<file path="src/rtl/vend_pkg.sv">
// Shared types and constants for the vending controller: state encoding,
// coin strobe bit positions, coin values in 5c units and change coin codes.
package vend_pkg;

    typedef enum logic [1:0] {
        IDLE     = 2'd0,
        COLLECT  = 2'd1,
        DISPENSE = 2'd2,
        CHANGE   = 2'd3
    } state_t;

    // Bit positions inside the one-hot coin strobe {25c,10c,5c}
    localparam int COIN_IDX_5  = 0;
    localparam int COIN_IDX_10 = 1;
    localparam int COIN_IDX_25 = 2;

    // Coin values in 5c units
    localparam logic [2:0] UNIT_5  = 3'd1;
    localparam logic [2:0] UNIT_10 = 3'd2;
    localparam logic [2:0] UNIT_25 = 3'd5;

    // change_coin encodings
    localparam logic [1:0] CC_5  = 2'd0;
    localparam logic [1:0] CC_10 = 2'd1;
    localparam logic [1:0] CC_25 = 2'd2;

    // Value of a one-hot coin strobe; anything that is not a single coin is worth 0
    function automatic logic [2:0] coin_units(input logic [2:0] strobe);
        logic [2:0] val;
        val = 3'd0;
        if (strobe == (3'b001 << COIN_IDX_5))
            val = UNIT_5;
        else if (strobe == (3'b001 << COIN_IDX_10))
            val = UNIT_10;
        else if (strobe == (3'b001 << COIN_IDX_25))
            val = UNIT_25;
        return val;
    endfunction

endpackage

</file>
<file path="src/rtl/vend_fsm_param_if.sv">
// Coin-acceptor / dispenser / hopper signal bundle of the vending controller.
// The master side drives coins, cancel and hopper ready; the slave is the controller.
interface vend_fsm_param_if #(
    parameter int CREDIT_W = 6
) ();
    logic [2:0]          coin_in;
    logic                cancel;
    logic                vend;
    logic                coin_reject;
    logic                change_valid;
    logic                change_ready;
    logic [1:0]          change_coin;
    logic [CREDIT_W-1:0] credit;
    logic                busy;

    modport master (
        output coin_in, cancel, change_ready,
        input  vend, coin_reject, change_valid, change_coin, credit, busy
    );

    modport slave (
        input  coin_in, cancel, change_ready,
        output vend, coin_reject, change_valid, change_coin, credit, busy
    );
endinterface

</file>
<file path="src/rtl/vend_change_sel.sv">
// Greedy change picker: largest coin not exceeding the remaining credit.
module vend_change_sel
    import vend_pkg::*;
#(
    parameter int CREDIT_W = 6
) (
    input  logic [CREDIT_W-1:0] credit_i,
    output logic [1:0]          change_coin_o,
    output logic [2:0]          coin_val_o
);

    // Compare at 32 bits so narrow credit widths still see the 25c threshold correctly
    always_comb begin
        change_coin_o = CC_5;
        coin_val_o    = UNIT_5;
        if (32'(credit_i) >= 32'(UNIT_25)) begin
            change_coin_o = CC_25;
            coin_val_o    = UNIT_25;
        end else if (32'(credit_i) >= 32'(UNIT_10)) begin
            change_coin_o = CC_10;
            coin_val_o    = UNIT_10;
        end
    end

endmodule

</file>
<file path="src/rtl/vend_fsm_param.sv">
// Vending controller: coin qualification, credit accumulation, vend pulse and
// one-coin-per-beat change payout through the hopper handshake.
//
//  state    | meaning
//  IDLE     | no credit, waiting for a coin
//  COLLECT  | 0 < credit < PRICE, accepting coins or cancel
//  DISPENSE | single cycle with vend high, credit holds the change due
//  CHANGE   | paying credit back one coin per valid&&ready beat
module vend_fsm_param
    import vend_pkg::*;
#(
    parameter int PRICE    = 2,
    parameter int CREDIT_W = 6
) (
    input  logic            clk,
    input  logic            rst_n,
    vend_fsm_param_if.slave bus
);

    localparam int SUM_W = CREDIT_W + 1;

    state_t              state_q, state_d;
    logic [CREDIT_W-1:0] credit_q, credit_d;
    logic                vend_q, vend_d;
    logic                reject_q, reject_d;

    logic [2:0]          coin_val;
    logic                coin_any;
    logic                coin_accept;
    logic [SUM_W-1:0]    sum;
    logic                overflow;
    logic                reaches_price;
    logic [1:0]          sel_coin;
    logic [2:0]          sel_val;
    logic [CREDIT_W-1:0] credit_after_beat;
    logic                change_valid;

    vend_change_sel #(
        .CREDIT_W (CREDIT_W)
    ) u_change_sel (
        .credit_i      (credit_q),
        .change_coin_o (sel_coin),
        .coin_val_o    (sel_val)
    );

    // Qualify the incoming coin; the extra sum bit flags credit overflow
    always_comb begin
        coin_any      = |bus.coin_in;
        coin_val      = coin_units(bus.coin_in);
        sum           = {1'b0, credit_q} + SUM_W'(coin_val);
        overflow      = sum[CREDIT_W];
        reaches_price = sum >= SUM_W'(PRICE);
        coin_accept   = coin_any && $onehot(bus.coin_in) && !overflow && !bus.cancel
                        && ((state_q == IDLE) || (state_q == COLLECT));
        credit_after_beat = credit_q - CREDIT_W'(sel_val);
    end

    // Next state, credit and output pulses
    always_comb begin
        state_d  = state_q;
        credit_d = credit_q;
        vend_d   = 1'b0;
        reject_d = coin_any && !coin_accept;
        case (state_q)
            IDLE, COLLECT: begin
                if ((state_q == COLLECT) && bus.cancel) begin
                    state_d = CHANGE;
                end else if (coin_accept) begin
                    if (reaches_price) begin
                        // no overflow here, so the low bits hold the whole sum
                        state_d  = DISPENSE;
                        credit_d = sum[CREDIT_W-1:0] - CREDIT_W'(PRICE);
                        vend_d   = 1'b1;
                    end else begin
                        state_d  = COLLECT;
                        credit_d = sum[CREDIT_W-1:0];
                    end
                end
            end
            DISPENSE: begin
                state_d = (credit_q != '0) ? CHANGE : IDLE;
            end
            CHANGE: begin
                // greedy pick never exceeds credit, so the subtraction cannot wrap
                if (credit_q == '0) begin
                    state_d = IDLE;
                end else if (bus.change_ready) begin
                    credit_d = credit_after_beat;
                    if (credit_after_beat == '0)
                        state_d = IDLE;
                end
            end
            default: begin
                state_d  = IDLE;
                credit_d = '0;
            end
        endcase
    end

    // State, credit and registered pulse outputs; reset abandons any payout
    always_ff @(posedge clk or negedge rst_n) begin
        if (!rst_n) begin
            state_q  <= IDLE;
            credit_q <= '0;
            vend_q   <= 1'b0;
            reject_q <= 1'b0;
        end else begin
            state_q  <= state_d;
            credit_q <= credit_d;
            vend_q   <= vend_d;
            reject_q <= reject_d;
        end
    end

    assign change_valid     = (state_q == CHANGE);
    assign bus.change_valid = change_valid;
    assign bus.change_coin  = change_valid ? sel_coin : CC_5;
    assign bus.vend         = vend_q;
    assign bus.coin_reject  = reject_q;
    assign bus.credit       = credit_q;
    assign bus.busy         = (state_q == DISPENSE) || (state_q == CHANGE);

endmodule

</file>
<file path="src/flat_wrapper.sv">
// flat-port wrapper written by rule: the top's interface ports become plain ports
module vend_fsm_param_flat import vend_pkg::*;
#(
    parameter int PRICE    = 2,
    parameter int CREDIT_W = 6
)
  (clk, rst_n, bus_coin_in, bus_cancel, bus_change_ready, bus_vend, bus_coin_reject, bus_change_valid, bus_change_coin, bus_credit, bus_busy);
  vend_fsm_param_if #(.CREDIT_W(CREDIT_W)) bus_i ();
  input  logic clk;
  input  logic rst_n;
  input wire logic [$bits(bus_i.coin_in)-1:0] bus_coin_in;
  input wire logic [$bits(bus_i.cancel)-1:0] bus_cancel;
  input wire logic [$bits(bus_i.change_ready)-1:0] bus_change_ready;
  output wire logic [$bits(bus_i.vend)-1:0] bus_vend;
  output wire logic [$bits(bus_i.coin_reject)-1:0] bus_coin_reject;
  output wire logic [$bits(bus_i.change_valid)-1:0] bus_change_valid;
  output wire logic [$bits(bus_i.change_coin)-1:0] bus_change_coin;
  output wire logic [$bits(bus_i.credit)-1:0] bus_credit;
  output wire logic [$bits(bus_i.busy)-1:0] bus_busy;
  assign bus_i.coin_in = bus_coin_in;
  assign bus_i.cancel = bus_cancel;
  assign bus_i.change_ready = bus_change_ready;
  assign bus_vend = bus_i.vend;
  assign bus_coin_reject = bus_i.coin_reject;
  assign bus_change_valid = bus_i.change_valid;
  assign bus_change_coin = bus_i.change_coin;
  assign bus_credit = bus_i.credit;
  assign bus_busy = bus_i.busy;
  vend_fsm_param #(.PRICE(PRICE), .CREDIT_W(CREDIT_W)) u_core (.clk(clk), .rst_n(rst_n), .bus(bus_i));
endmodule
</file>
<file path="config.mk">
export PLATFORM = sky130hd
export DESIGN_NAME = vend_fsm_param_flat
export DESIGN_NICKNAME = d
export VERILOG_FILES = /design/src/rtl/vend_pkg.sv /design/src/rtl/vend_fsm_param_if.sv /design/src/rtl/vend_change_sel.sv /design/src/rtl/vend_fsm_param.sv /design/src/flat_wrapper.sv
export SDC_FILE = /design/constraint.sdc
export NUM_CORES = 1
export LEC_CHECK = 0
export ABC_AREA = 1
export CAP_MARGIN = 25
export CORE_ASPECT_RATIO = 0.9
export CORE_UTILIZATION = 50
export DETAILED_ROUTE_END_ITERATION = 6
export PLACE_DENSITY_LB_ADDON = 0.3
export SLEW_MARGIN = 0
export SYNTH_ARGS = -nofsm -noshare
export SYNTH_HDL_FRONTEND = slang
export SYNTH_HIERARCHICAL = 1
export SYNTH_SLANG_ARGS = --single-unit
</file>
<file path="constraint.sdc">
create_clock -name clk -period 2.6 [get_ports clk]
set_input_delay 0.26 -clock clk [delete_from_list [all_inputs] [get_ports clk]]
set_output_delay 0.26 -clock clk [all_outputs]
set_load 0.005 [all_outputs]
</file>
**After elaboration in Yosys (flattened, before gate mapping)**

Index checks and enable logic that the tools add are counted.

- Bits in registers: 10
- Logic and storage cells: 72

- Add/subtract/negate cells: 5
- $lt $le $gt $ge: 3
- Eq/ne operators: 14
- Muxes and demuxes: 26
- Reduce and logical (&&, ||, !) cells: 20

Operators by type and width:

| kind | number |
|---|---|
| $mux 6 | 5 |
| $mux 2 | 10 |
| $logic_not 6->1 | 2 |
| $mux 3 | 4 |
| $pmux 6 s2 | 1 |
| $add 6x3->7 | 1 |
| $ge 7x2->1 const B | 1 |
| $ge 6x2->1 const B | 1 |
| $ge 6x3->1 const B | 1 |
| $logic_and 1x1->1 | 6 |
| $ne 2x2->1 const B | 3 |
| $ne 3x3->1 const B | 2 |
| $pmux 2 s3 | 1 |
| $reduce_bool 6->1 | 1 |
| $sub 6x2->6 const B | 1 |
| $sub 6x3->6 | 1 |
| $mux 1 | 5 |
| $reduce_and 5->1 | 1 |
| $eq 2x1->1 const B | 2 |
| $eq 2x2->1 const B | 2 |
| $eq 3x1->1 const B | 1 |
| $eq 3x2->1 const B | 1 |
| $eq 3x3->1 const B | 1 |
| $logic_not 1->1 | 3 |
| 10 further kinds | 11 |

**Depth between registers and ports, before layout**

Gate-level depths: netlist of the first run.

- Depth in word-level cells: 12
- Gate-level depth with buffers: 18
- Mapped depth without buffers: 18

**Hierarchy**

Netlist of the first run, hierarchy kept.

Modules (own cells, without submodules):

| module | times used | cells an instance | area each (um2) | sequential area each (um2) |
|---|---|---|---|---|
| vend_fsm_param | 1 | 185 | 1229.9 | 250.2 |
| vend_change_sel | 1 | 11 | 65.1 | 0.0 |

**Worst setup path before layout of the first run**

No wires, ideal clock.

- Path kind: input to register
- Start point: in bus_coin_in[1]
- End point: reg u_core.credit_q[3] (netlist: u_core/bus.credit[3])
- Data arrival time: 2303 ps
- Setup slack: 219 ps
- Stages on the path: 13
- Cells stage by stage: inv_1 -> nand2_1 -> o21ai_0 -> ha_1 -> inv_1 -> fa_1 -> xnor2_1 -> inv_1 -> ha_1 -> buf_2 -> xor2_1 -> nand3_1 -> a21oi_1

- Longest elaborated chain between the ends: 11
- Elaborated cells on any way between the ends: 24

Ends and longest elaborated chain:

| element | RTL line | source |
|---|---|---|
| start: declaration | flat_wrapper.sv:11 | `input wire logic [$bits(bus_i.coin_in)-1:0] bus_coin_in;` |
| branches (longest 11 deep; another with $add 6x3->7) | -- |  |
| end signal: assignment | vend_fsm_param.sv:109 | `credit_q <= credit_d;` |
| end: declaration | vend_fsm_param.sv:23 | `logic [CREDIT_W-1:0] credit_q, credit_d;` |

Parallel ways; which one is timed is not known. The select of a mux whose other input is x is not followed.
A chain may end at the register's enable or synchronous reset.

**Worst setup path after layout of the first run**

- Start point: in bus_coin_in[2]
- End point: reg u_core.credit_q[2] (netlist: u_core/bus.credit[2])

Same word-level chain as after synthesis.

==> impl_metrics.py, run 1 <==
metrics = {
    "outcome": {
        "outcome": "finished clean",
    },
    "setup_path": {
        "cp.required_ns": 2.76,
        "cp_max_fo": 6,
        "path_class": "in -> reg",
        "crit_path_end_kind": "flop",
        "crit_path_start_kind": "input pin",
        "path_buf_inv": 4,
        "crit_path_cell_trace": "clkdlybuf4s50_1 > inv_2 > nand3_1 > o21ai_1 > ha_2 > inv_1 > fa_2 > inv_2 > nand3_2 > nand2_2 > nand2_1 > nand2_2 > nand2_4 > nor2_8 > nand3_4 > nand2_2 > nand3_1 > nand2_1 > nand2_1",
        "cpPeakStageDelay_ns": 0.43,
        "worstPathArrival_ns": 2.59,
        "critical_path.top_delay_family": "simple AND/OR/NAND/NOR gates",
        "cp_slowest_cell": "clkdlybuf4s50_1",
    },
    "synthesis": {
        "synth_area_um2": 1295,
        "synth.area.top_cells": "dfrtp_1, nand2_1, inv_1",
        "netlist_instances": 196,
        "yosys_warnings": 6,
        "synthArstFlopShare_pct": 100.0,
        "netlist.area_leader.share_pct": 19.32,
        "ys_seq_area_share_pct": 19.32,
        "synth_most_common_cell": "nand2_1",
        "ys_ff_latch": 10,
        "synth_ff_type": "dfrtp_1",
        "syn-num-nets": 213,
        "synth_top_cells_by_count": "nand2_1, inv_1, nand3_1",
        "avgSynthCellArea_um2": 6.607,
        "synth_enable_flop_cells": 0,
        "post_synth_num_cell_types": 33,
        "yosys.area.top_type": "dfrtp_1",
    },
    "floorplan": {
        "die_w_um": 55.65,
        "io-pin-count": 19,
        "num_rows": 17,
        "fp.dieH_um": 50.28,
        "core_um2": 2446,
        "initial_core_util_pct": 52.94,
        "die-area_um2": 2798,
    },
    "sta": {
        "finalCritPeriodShare_pct": 93.54,
        "fin_worst_skew_ns": 0.008312,
        "finalSetupTns_ns": 0,
        "max_freq_mhz": 411.2,
        "slew_headroom_pct": 70.47,
        "worst_pin_slew_ns": 0.4419,
        "slew_viol_final": 0,
        "grt_setup_unrepaired": "no",
        "worst_hold_slack_ns": 0.2958,
        "finalHoldViolCount": 0,
        "min_period_ns": 2.432,
        "fin_ws_ns": 0.1679,
        "finalSetupViolations": 0,
    },
    "hold_path": {
        "holdCritPathClass": "in -> async",
    },
    "finish": {
        "final_cells": 259,
        "multi_input_area_um2": 894.6,
        "diodes": 0,
        "num-nets-final": 249,
        "regArea_um2": 250.2,
        "drive_gt1_share_pct": 24.24,
        "areaGrowthSynthToFinish_pct": 28.79,
        "num-fill-cells": 197,
    },
    "drt": {
        "routed_via_density": 5.270,
        "via_count": 1365,
        "ant_nets": 0,
        "drtIter0Drc": 64,
        "first_pass_iters": 6,
        "wl_per_cell_um": 12.25,
        "wl_um": 3173,
        "drc": 0,
    },
    "power_and_ir_drop": {
        "vdd_drop_max_uv": 869.9,
        "powerDensity_nw_per_um2": 1261,
        "leakage_uw": 0.0008909,
        "p_total_uw": 2103,
    },
    "global_route": {
        "grt-ovfl-total": 0,
        "grt_max_degree": 13,
        "grt_pass1_vias": 1279,
        "globalRouteTotalUtil_pct": 24.08,
        "antenna_found_initial": 0,
        "grt_pass1_wl_um": 5382,
    },
    "placed_design": {
        "dp_slack_ns": -0.2668,
        "dp_hpwl_um": 2672,
        "globalplace.congestion": 0.9140,
        "io_buffers": 18,
        "dp_cells": 253,
    },
    "cts": {
        "cts.clk_slew.worst_paths_ns": 0.07,
        "cts.sinks": 10,
        "root_buffer": "clkbuf_4",
        "numCtsBuffers": 3,
        "cts_tree": "built",
        "cts_buffer_depth": 2,
        "clk_latency_ns": 0.27,
        "htree_levels": 1,
    },
    "run": {
        "max_cap_violations": 0,
    },
}
[stage by stage]
| step | util [%] | cell area (um^2) |
|---|---|---|
| 6_report | 68.18 | 1668 |
| 3_3_place_gp | 65.47 | 1602 |
| 5_1_grt | 68.18 | 1668 |
| 3_5_place_dp | 65.47 | 1602 |
| 2_1_floorplan | - | 1295 |
| 4_1_cts | 66.96 | 1638 |
[worst register-to-register path, stage by stage, from the launching register on]
cell	delay [ns]
dfrtp_1	0.47
o21ai_2	0.18
nand3b_1	0.10
ha_1	0.21
fa_1	0.42
inv_1	0.08
nand2_1	0.06
nand3_1	0.07
nand2_1	0.05
nand2_1	0.08
nand2_1	0.06
nor2_1	0.09
nand3_1	0.13
a21oi_1	0.20
a21oi_2	0.07
[repair_timing]
action	CTS	global route
hold endpoints to repair	0	0
resized for setup	0	11
setup endpoints to repair	0	9
setup buffers	0	2
hold buffers	0	0
[routing by layer]
layer	wire length, um	up-vias	GRT usage [%]	share of wire (%)
li1	-	692	-	-
met1	1395	636	29.53	44
met2	1621	37	45.58	51
met3	156	0	4.897	4.9
met4	0	0	1.250	0
met5	0	-	0	0
[layout make-up]
cell class,instances,share of cell area (%)
Multi-Input combinational cell,147,53.64
Timing Repair Buffer,37,19.65
Sequential cell,10,15.00
Inverter,33,7.427
Clock buffer,4,2.176
Tap cell,28,2.101
[final timing paths]
check                                           from              endpoint  slack, ns  depth (start not counted)
worst max-delay path                  bus_coin_in[2]  u_core/bus.credit[2]       0.17                         19
worst min-delay path                           rst_n  u_core/bus.credit[1]       0.30                          1
worst max register to register  u_core/bus.credit[0]     u_core/state_q[0]       0.23                         14
worst min register to register     u_core/state_q[0]     u_core/state_q[0]       0.58                          2
max in group asynchronous                      rst_n     u_core/state_q[1]       1.99                          1
min in group clk                   u_core/state_q[0]     u_core/state_q[0]       0.58                          2
[state kept, by name (all words and copies together) (netlist names)]
register and cells:
u_core/bus.coin_reject 1, u_core/bus.credit 6, u_core/bus.vend 1, u_core/state_q 2
[report_power, final]
group	leakage, uW	internal [uW]	switching [uW]
Sequential	0.000114	226	74.1
Clock	0.0000210	85.0	54.1
Combinational	0.000756	710	955
Total	0.000891	1020	1080
[cells in the final DEF, fill, tap and decap left out, drive strengths merged, types with 4 or more instances in the layout]
cell,synthesis,layout
buf,5,19
clkbuf,1,4
nand4,5,5
inv,33,33
ha,7,7
nand2,57,57
clkdlybuf4s50,0,16
dfrtp,10,10
a21oi,9,9
nor2,23,23
nand3,28,28
o21ai,4,4
[cell families after synthesis]
kind of cell / count (synthesis) / share of synthesized area (%)
and+or+nand+nor: 118 / 46.57
DFF: 10 / 19.32
xor gates and xnor gates: 4 / 2.706
AOI/OAI and AO/OA: 15 / 7.633
adders and majority gates: 10 / 11.40
buffers and inverters: 39 / 12.37
Note: power is estimated with default switching activity, not from simulation.
==> run 2: changes to the inputs <==
Settings changed: CORE_UTILIZATION 50 to 49, SETUP_SLACK_MARGIN set to 0.5.
Clock period 2.6 ns to 2.1 ns, I/O delays scaled along.
==> impl_metrics.py, run 2 <==
metrics = {
    "synthesis": {
        "synth_top_family_by_area": "simple AND/OR/NAND/NOR gates",
        "netlist_instances": 196,
        "synthSimpleGateAreaFrac_pct": 46.57,
        "synth.mux.area_fraction_pct": 0,
        "netlist.area_leader.share_pct": 19.32,
        "synth_compound_area_share_pct": 7.633,
        "synth_most_common_cell": "nand2_1",
        "ys_ff_latch": 10,
        "synthXorXnorAreaFrac_pct": 2.705,
        "synth_enable_flop_cells": 0,
        "avgSynthCellArea_um2": 6.607,
        "synth.area.top_cells": "dfrtp_1, nand2_1, inv_1",
        "synth_ff_type": "dfrtp_1",
        "ys_seq_area_share_pct": 19.32,
        "post_synth_num_cell_types": 33,
        "yosys.area.top_type": "dfrtp_1",
        "yosys_warnings": 6,
        "synth_area_um2": 1295,
        "synth_top_cells_by_count": "nand2_1, inv_1, nand3_1",
        "syn-num-nets": 213,
        "synthArstFlopShare_pct": 100.0,
        "synth_adder_area_share_pct": 11.40,
    },
    "cts": {
        "cts_buffer_depth": 2,
        "root_buffer": "clkbuf_4",
        "cts.sinks": 10,
        "htree_levels": 1,
        "numCtsBuffers": 3,
    },
    "floorplan": {
        "io-pin-count": 19,
        "initial_core_util_pct": 52.48,
        "fp.dieH_um": 50.77,
        "num_rows": 17,
        "die_w_um": 56.19,
    },
    "placed_design": {
        "io_buffers": 18,
        "dp_hpwl_um": 3143,
        "globalplace.congestion": 1.050,
        "dpl-instance-area_um2": 1763,
    },
    "global_route": {
        "grt_max_degree": 11,
        "antenna_found_initial": 0,
    },
    "outcome": {
        "outcome": "did not finish",
        "stop_stage": "global routing (5_1_grt)",
        "stop_error": "[ERROR DPL-0033] detailed placement checks failed during check placement.",
    },
    "sta": {
        "worst_endpoint": "u_core/state_q[0]$_DFFE_PN0P_/D",
        "worst_path_end_type": "register input",
    },
}
## run 2: cell counts after synthesis
No cell type changed its count.
## run 2: repair_timing
item / 4_1_cts
pin swaps: 23
gates resized for setup: 57
hold buffers: 0
buffers inserted: 8
setup endpoints to repair: 14
## run 2: cells by family after synthesis
group           count (synthesis)
flops                          10
simple gates                  118
xor+xnor                        4
buf+inv                        39
compound gates                 15
fa+ha+maj                      10
## run 2: per-stage QoR
step | setup TNS (ns) | std cells | worst slack, ns | hold WS, ns
floorplan | -0.03334 | 196 | -0.03334 | -0.08559
global placement | -4.350 | 268 | -0.5234 | 0.5497
detailed placement | -5.230 | 268 | -0.6062 | 0.5637
CTS | -0.4439 | 280 | -0.1773 | 0.2848
==> run 3: changes to the inputs <==
Settings changed: CORE_ASPECT_RATIO 0.9 to not set, CORE_UTILIZATION 49 to 35, PLACE_DENSITY_LB_ADDON 0.3 to 0.15, SETUP_SLACK_MARGIN 0.5 to not set.
Clock period 2.1 ns to 2.73 ns, I/O delays scaled along.
==> impl_metrics.py, run 3 (synthesis results as in run 1) <==
metrics = {
    "outcome": {
        "outcome": "finished clean",
    },
    "sta": {
        "finalHoldViolCount": 0,
        "max_freq_mhz": 391.9,
        "worst_pin_slew_ns": 0.4800,
        "finalCritPeriodShare_pct": 93.46,
        "slew_viol_final": 0,
        "finalSetupViolations": 0,
        "slew_headroom_pct": 67.92,
        "finalSetupTns_ns": 0,
        "min_period_ns": 2.551,
        "worst_hold_slack_ns": 0.3575,
        "fin_worst_skew_ns": 0.003655,
    },
    "finish": {
        "final_common_cell": "nand2_1",
        "num-nets-final": 245,
        "final_cell_mix": "nand2_1, inv_1, nand3_1",
        "postLayoutCellArea_um2": 1678,
        "diodes": 0,
        "num-fill-cells": 349,
        "areaGrowthSynthToFinish_pct": 29.57,
        "drive_gt1_share_pct": 22.03,
        "regArea_um2": 250.2,
        "multi_input_area_um2": 898.4,
        "largest_reg_flops": 6,
    },
    "drt": {
        "ant_nets": 0,
        "via_count": 1363,
        "drtIter0Drc": 91,
        "routed_via_density": 4.993,
        "first_pass_iters": 4,
        "wl_per_cell_um": 12.52,
        "wl_um": 3419,
        "drc": 0,
    },
    "placed_design": {
        "io_buffers": 18,
        "dp_hpwl_um": 2823,
        "globalplace.congestion": 0.8151,
        "dpl-instance-area_um2": 1594,
    },
    "hold_path": {
        "holdCritPathClass": "in -> async",
    },
    "global_route": {
        "antenna_found_initial": 0,
        "globalRouteTotalUtil_pct": 18.98,
        "grt_pass1_vias": 1345,
        "grt_max_degree": 13,
        "grt-ovfl-total": 0,
        "grt_pass1_wl_um": 5885,
    },
    "floorplan": {
        "num_rows": 21,
        "die_w_um": 62.83,
        "io-pin-count": 19,
        "core_um2": 3442,
        "die-area_um2": 3947,
        "fp.dieH_um": 62.83,
        "initial_core_util_pct": 37.62,
    },
    "setup_path": {
        "r2r_slack_ns": 0.23,
        "cp.required_ns": 2.85,
        "crit_path_end_kind": "flop",
        "cp_max_fo": 6,
        "crit_path_start_kind": "input pin",
        "path_class": "in -> reg",
        "worstPathArrival_ns": 2.68,
    },
    "power_and_ir_drop": {
        "p_total_uw": 2030,
        "powerDensity_nw_per_um2": 1210,
        "vdd_drop_max_uv": 346.6,
        "leakage_uw": 0.0008669,
    },
    "cts": {
        "cts.clk_slew.worst_paths_ns": 0.05,
        "root_buffer": "clkbuf_8",
        "htree_levels": 1,
        "numCtsBuffers": 3,
        "cts_tree": "built",
        "cts_buffer_depth": 2,
        "clk_latency_ns": 0.24,
        "cts.sinks": 10,
    },
    "run": {
        "max_cap_violations": 0,
    },
}
[run 3: what timing repair did]
action                                  4_1_cts  5_1_grt
pin swaps                                     0        2
hold buffers                                  0        0
endpoints found under the setup margin        1        9
buffers inserted                              0        2
resized for setup                             1        6
[run 3: where the power goes]
group	internal [uW]	switching, uW	total, uW
Combinational	643	891	1530
Sequential	215	90.9	306
Clock	127	63.4	191
[run 3: worst paths after layout]
path	startpoint	to	cells past startpoint
max in group asynchronous	rst_n	u_core/state_q[0]	1
hold reg to reg	u_core/state_q[0]	u_core/state_q[0]	2
hold / removal	rst_n	u_core/bus.credit[1]	1
setup / recovery	bus_coin_in[0]	u_core/state_q[0]	19
setup reg to reg	u_core/bus.credit[1]	u_core/state_q[0]	14
min in group clk	u_core/state_q[0]	u_core/state_q[0]	2
[run 3: critical path, cell delays in order]
cell	delay, ns
clkdlybuf4s50_1	0.49
buf_4	0.12
nand3_1	0.08
o21ai_2	0.07
ha_2	0.19
inv_1	0.05
fa_2	0.35
inv_1	0.08
nand3_2	0.07
buf_4	0.14
nand3_1	0.06
nand2_1	0.09
nor2_2	0.11
nand2_2	0.09
nand3_4	0.12
buf_4	0.12
nand2_2	0.05
nand2_2	0.06
a21oi_2	0.05
[run 3: area by class of cell]
type | count | share of cell area (%)
multi-input combinational | 147 | 53.54
sequential | 10 | 14.91
clock buffer | 4 | 3.281
tap | 46 | 3.430
timing repair buffer | 33 | 17.45
inverter | 33 | 7.383
[run 3: layer usage]
metal / vias up / global-route usage, % / wire length [um]
li1: 679 / - / -
met1: 642 / 22.38 / 1466
met2: 33 / 34.24 / 1717
met3: 9 / 1.460 / 137
met4: 0 / 9.302 / 97
met5: - / 0 / 0
[run 3: per-stage QoR]
stage	instances	utilization (%)	setup WS, ns
3_5_place_dp	267	46.31	-0.2483
5_1_grt	273	48.75	-0.006766
4_1_cts	271	47.91	0.06022
6_report	273	48.75	0.1785
3_3_place_gp	267	46.31	-0.07844
2_1_floorplan	196	-	0.3365
==> run 4: changes to the inputs <==
Settings changed: ABC_AREA 1 to 0, CORE_AREA set to 2 2 63 65, CORE_UTILIZATION 35 to not set, DIE_AREA set to 0 0 65 67, REMOVE_ABC_BUFFERS set to 1.
==> impl_metrics.py, run 4 <==
metrics = {
    "global_route": {
        "grt_pass1_wl_um": 5575,
        "grt-ovfl-total": 0,
        "grt_max_degree": 16,
        "globalRouteTotalUtil_pct": 16.81,
        "antenna_found_initial": 0,
        "grt_pass1_vias": 1226,
    },
    "finish": {
        "fin_util_pct": 46.36,
        "final_common_cell": "buf_4",
        "num-fill-cells": 370,
        "num-nets-final": 201,
        "final_cell_mix": "buf_4, nand2_1, clkdlybuf4s50_1",
        "drive_gt1_share_pct": 30.77,
        "areaGrowthSynthToFinish_pct": 47.95,
        "largest_reg_flops": 6,
        "diodes": 0,
    },
    "drt": {
        "via_count": 1166,
        "routed_via_density": 5.070,
        "ant_nets": 0,
        "first_pass_iters": 4,
        "wl_per_cell_um": 14.09,
        "drc": 0,
        "drtIter0Drc": 34,
        "wl_um": 3240,
    },
    "cts": {
        "cts.clk_slew.worst_paths_ns": 0.05,
        "htree_levels": 1,
        "cts_tree": "built",
        "root_buffer": "clkbuf_8",
        "cts_hold_buf": 0,
        "clk_latency_ns": 0.24,
        "cts.sinks": 10,
        "numCtsBuffers": 3,
        "cts_buffer_depth": 2,
    },
    "synthesis": {
        "netlist_instances": 137,
        "synth_ff_type": "dfrtp_1",
        "synth.area.top_cells": "dfrtp_1, ha_1, nand2_1",
        "synth_adder_area_share_pct": 13.07,
        "synth_top_cells_by_count": "nand2_1, inv_1, dfrtp_1, nor2_1",
        "synth_most_common_cell": "nand2_1",
        "synthXorXnorAreaFrac_pct": 6.202,
        "post_synth_num_cell_types": 47,
        "avgSynthCellArea_um2": 8.247,
        "synthArstFlopShare_pct": 100.0,
        "synth.mux.area_fraction_pct": 1.883,
        "ys_seq_area_share_pct": 22.15,
        "ys_ff_latch": 10,
        "yosys.area.top_type": "dfrtp_1",
        "synthSimpleGateAreaFrac_pct": 25.36,
        "synth_enable_flop_cells": 0,
        "synth_area_um2": 1130,
        "yosys_warnings": 6,
        "synth_compound_area_share_pct": 24.25,
        "netlist.area_leader.share_pct": 22.15,
        "synth_top_family_by_area": "simple AND/OR/NAND/NOR gates",
    },
    "sta": {
        "slew_viol_final": 0,
        "finalSetupTns_ns": 0,
        "worst_pin_slew_ns": 0.5115,
        "worst_hold_slack_ns": 0.3811,
        "max_freq_mhz": 366.7,
        "fin_worst_skew_ns": 0.004715,
        "grt_setup_unrepaired": "yes",
        "slew_headroom_pct": 65.79,
        "finalCritPeriodShare_pct": 99.88,
        "finalHoldViolCount": 0,
        "min_period_ns": 2.727,
        "finalSetupViolations": 0,
    },
    "placed_design": {
        "globalplace.congestion": 0.7934,
        "io_buffers": 18,
        "dp_hpwl_um": 2558,
    },
    "run": {
        "max_cap_violations": 0,
    },
    "power_and_ir_drop": {
        "leakage_uw": 0.0007498,
        "powerDensity_nw_per_um2": 1171,
        "vdd_drop_max_uv": 577.4,
        "p_total_uw": 1958,
    },
    "setup_path": {
        "cp.required_ns": 2.87,
        "crit_path_start_kind": "input pin",
        "crit_top_cell": "ha_2",
        "cp_slowest_cell": "or4b_4",
        "cp_max_fo": 4,
        "crit_path_cell_trace": "buf_6 > xnor2_1 > nor2_1 > ha_2 > inv_2 > fa_2 > xor2_2 > ha_2 > or4b_4 > a21oi_4 > o31ai_4 > mux2_4 > a221oi_2",
        "worstPathArrival_ns": 2.87,
        "r2r_slack_ns": 0.003,
        "cpPeakStageDelay_ns": 0.47,
        "path_class": "in -> reg",
        "crit_path_end_kind": "flop",
    },
    "outcome": {
        "outcome": "finished clean",
    },
    "floorplan": {
        "initial_core_util_pct": 31.33,
        "num_rows": 22,
        "io-pin-count": 19,
        "die_w_um": 65,
        "fp.dieH_um": 67,
        "core_um2": 3606,
        "die-area_um2": 4355,
    },
    "hold_path": {
        "holdCritPathClass": "in -> async",
    },
}
[run 4: kinds of logic (layout without fill, tap and decap cells)]
kind of cell             after synthesis  after routing
AND/OR/NAND/NOR                       54             54
AO/OA/AOI/OAI                         34             34
buffers and inverters                 19             64
adder cells (fa/ha/maj)               10             10
flip-flops                            10             10
XOR/XNOR                               8              8
multiplexers                           2              2
[run 4: metal layers]
| metal | up-vias | track usage, % | wire (um) |
|---|---|---|---|
| li1 | 582 | - | - |
| met1 | 560 | 20.23 | 1492 |
| met2 | 22 | 30.80 | 1632 |
| met3 | 2 | 3.041 | 98 |
| met4 | 0 | 3.989 | 17 |
| met5 | - | 0 | 0 |
[run 4: timing repair]
| item | in CTS | in global routing |
|---|---|---|
| gates resized for setup | 21 | 6 |
| pin swaps | 7 | 6 |
| setup buffers | 3 | 0 |
| setup endpoints to repair | 9 | 7 |
| hold endpoints to repair | 0 | 0 |
[run 4: through the flow]
stage | instances | area [um^2] | setup WS, ns
3_3_place_gp | 224 | 1545 | -0.6192
6_report | 230 | 1672 | 0.003152
5_1_grt | 230 | 1672 | -0.1405
3_5_place_dp | 224 | 1545 | -0.7518
4_1_cts | 230 | 1642 | -0.01859
2_1_floorplan | 130 | 1095 | -0.2668
[run 4: cell type report]
type	instances	area, um^2	share of cell area (%)
multi-input combinational	108	859.6	51.42
timing repair buffer	49	415.4	24.85
sequential	10	250.2	14.97
tap	48	60.06	3.593
inverter	12	45.04	2.695
clock buffer	3	41.29	2.470
[run 4: worst paths after layout]
check | cells after the start | endpoint | start
max | 13 | u_core/bus.credit[1] | bus_coin_in[0]
min | 1 | u_core/bus.credit[2] | rst_n
max reg2reg | 10 | u_core/bus.credit[1] | u_core/bus.credit[0]
min reg2reg | 2 | u_core/bus.credit[5] | u_core/bus.credit[5]
max in group asynchronous | 1 | u_core/state_q[0] | rst_n
min in group clk | 4 | u_core/bus.coin_reject | bus_coin_in[0]
[run 4: report_power, final]
| part | internal [uW] | total (uW) | switching, uW | leakage (uW) |
|---|---|---|---|---|
| Sequential | 211 | 280 | 69.5 | 0.000119 |
| Combinational | 751 | 1530 | 776 | 0.000610 |
| Clock | 96.2 | 150 | 54.0 | 0.0000216 |
| Total | 1060 | 1960 | 899 | 0.000750 |
[run 4: critical path: cells and delay by family]
kind                       cells  cell delay, ns
buffers and inverters          2            0.14
AOI/OAI and AO/OA              3            0.56
adders and majority gates      3            0.76
muxes                          1            0.28
and+or+nand+nor                2            0.57
xor gates and xnor gates       2            0.27
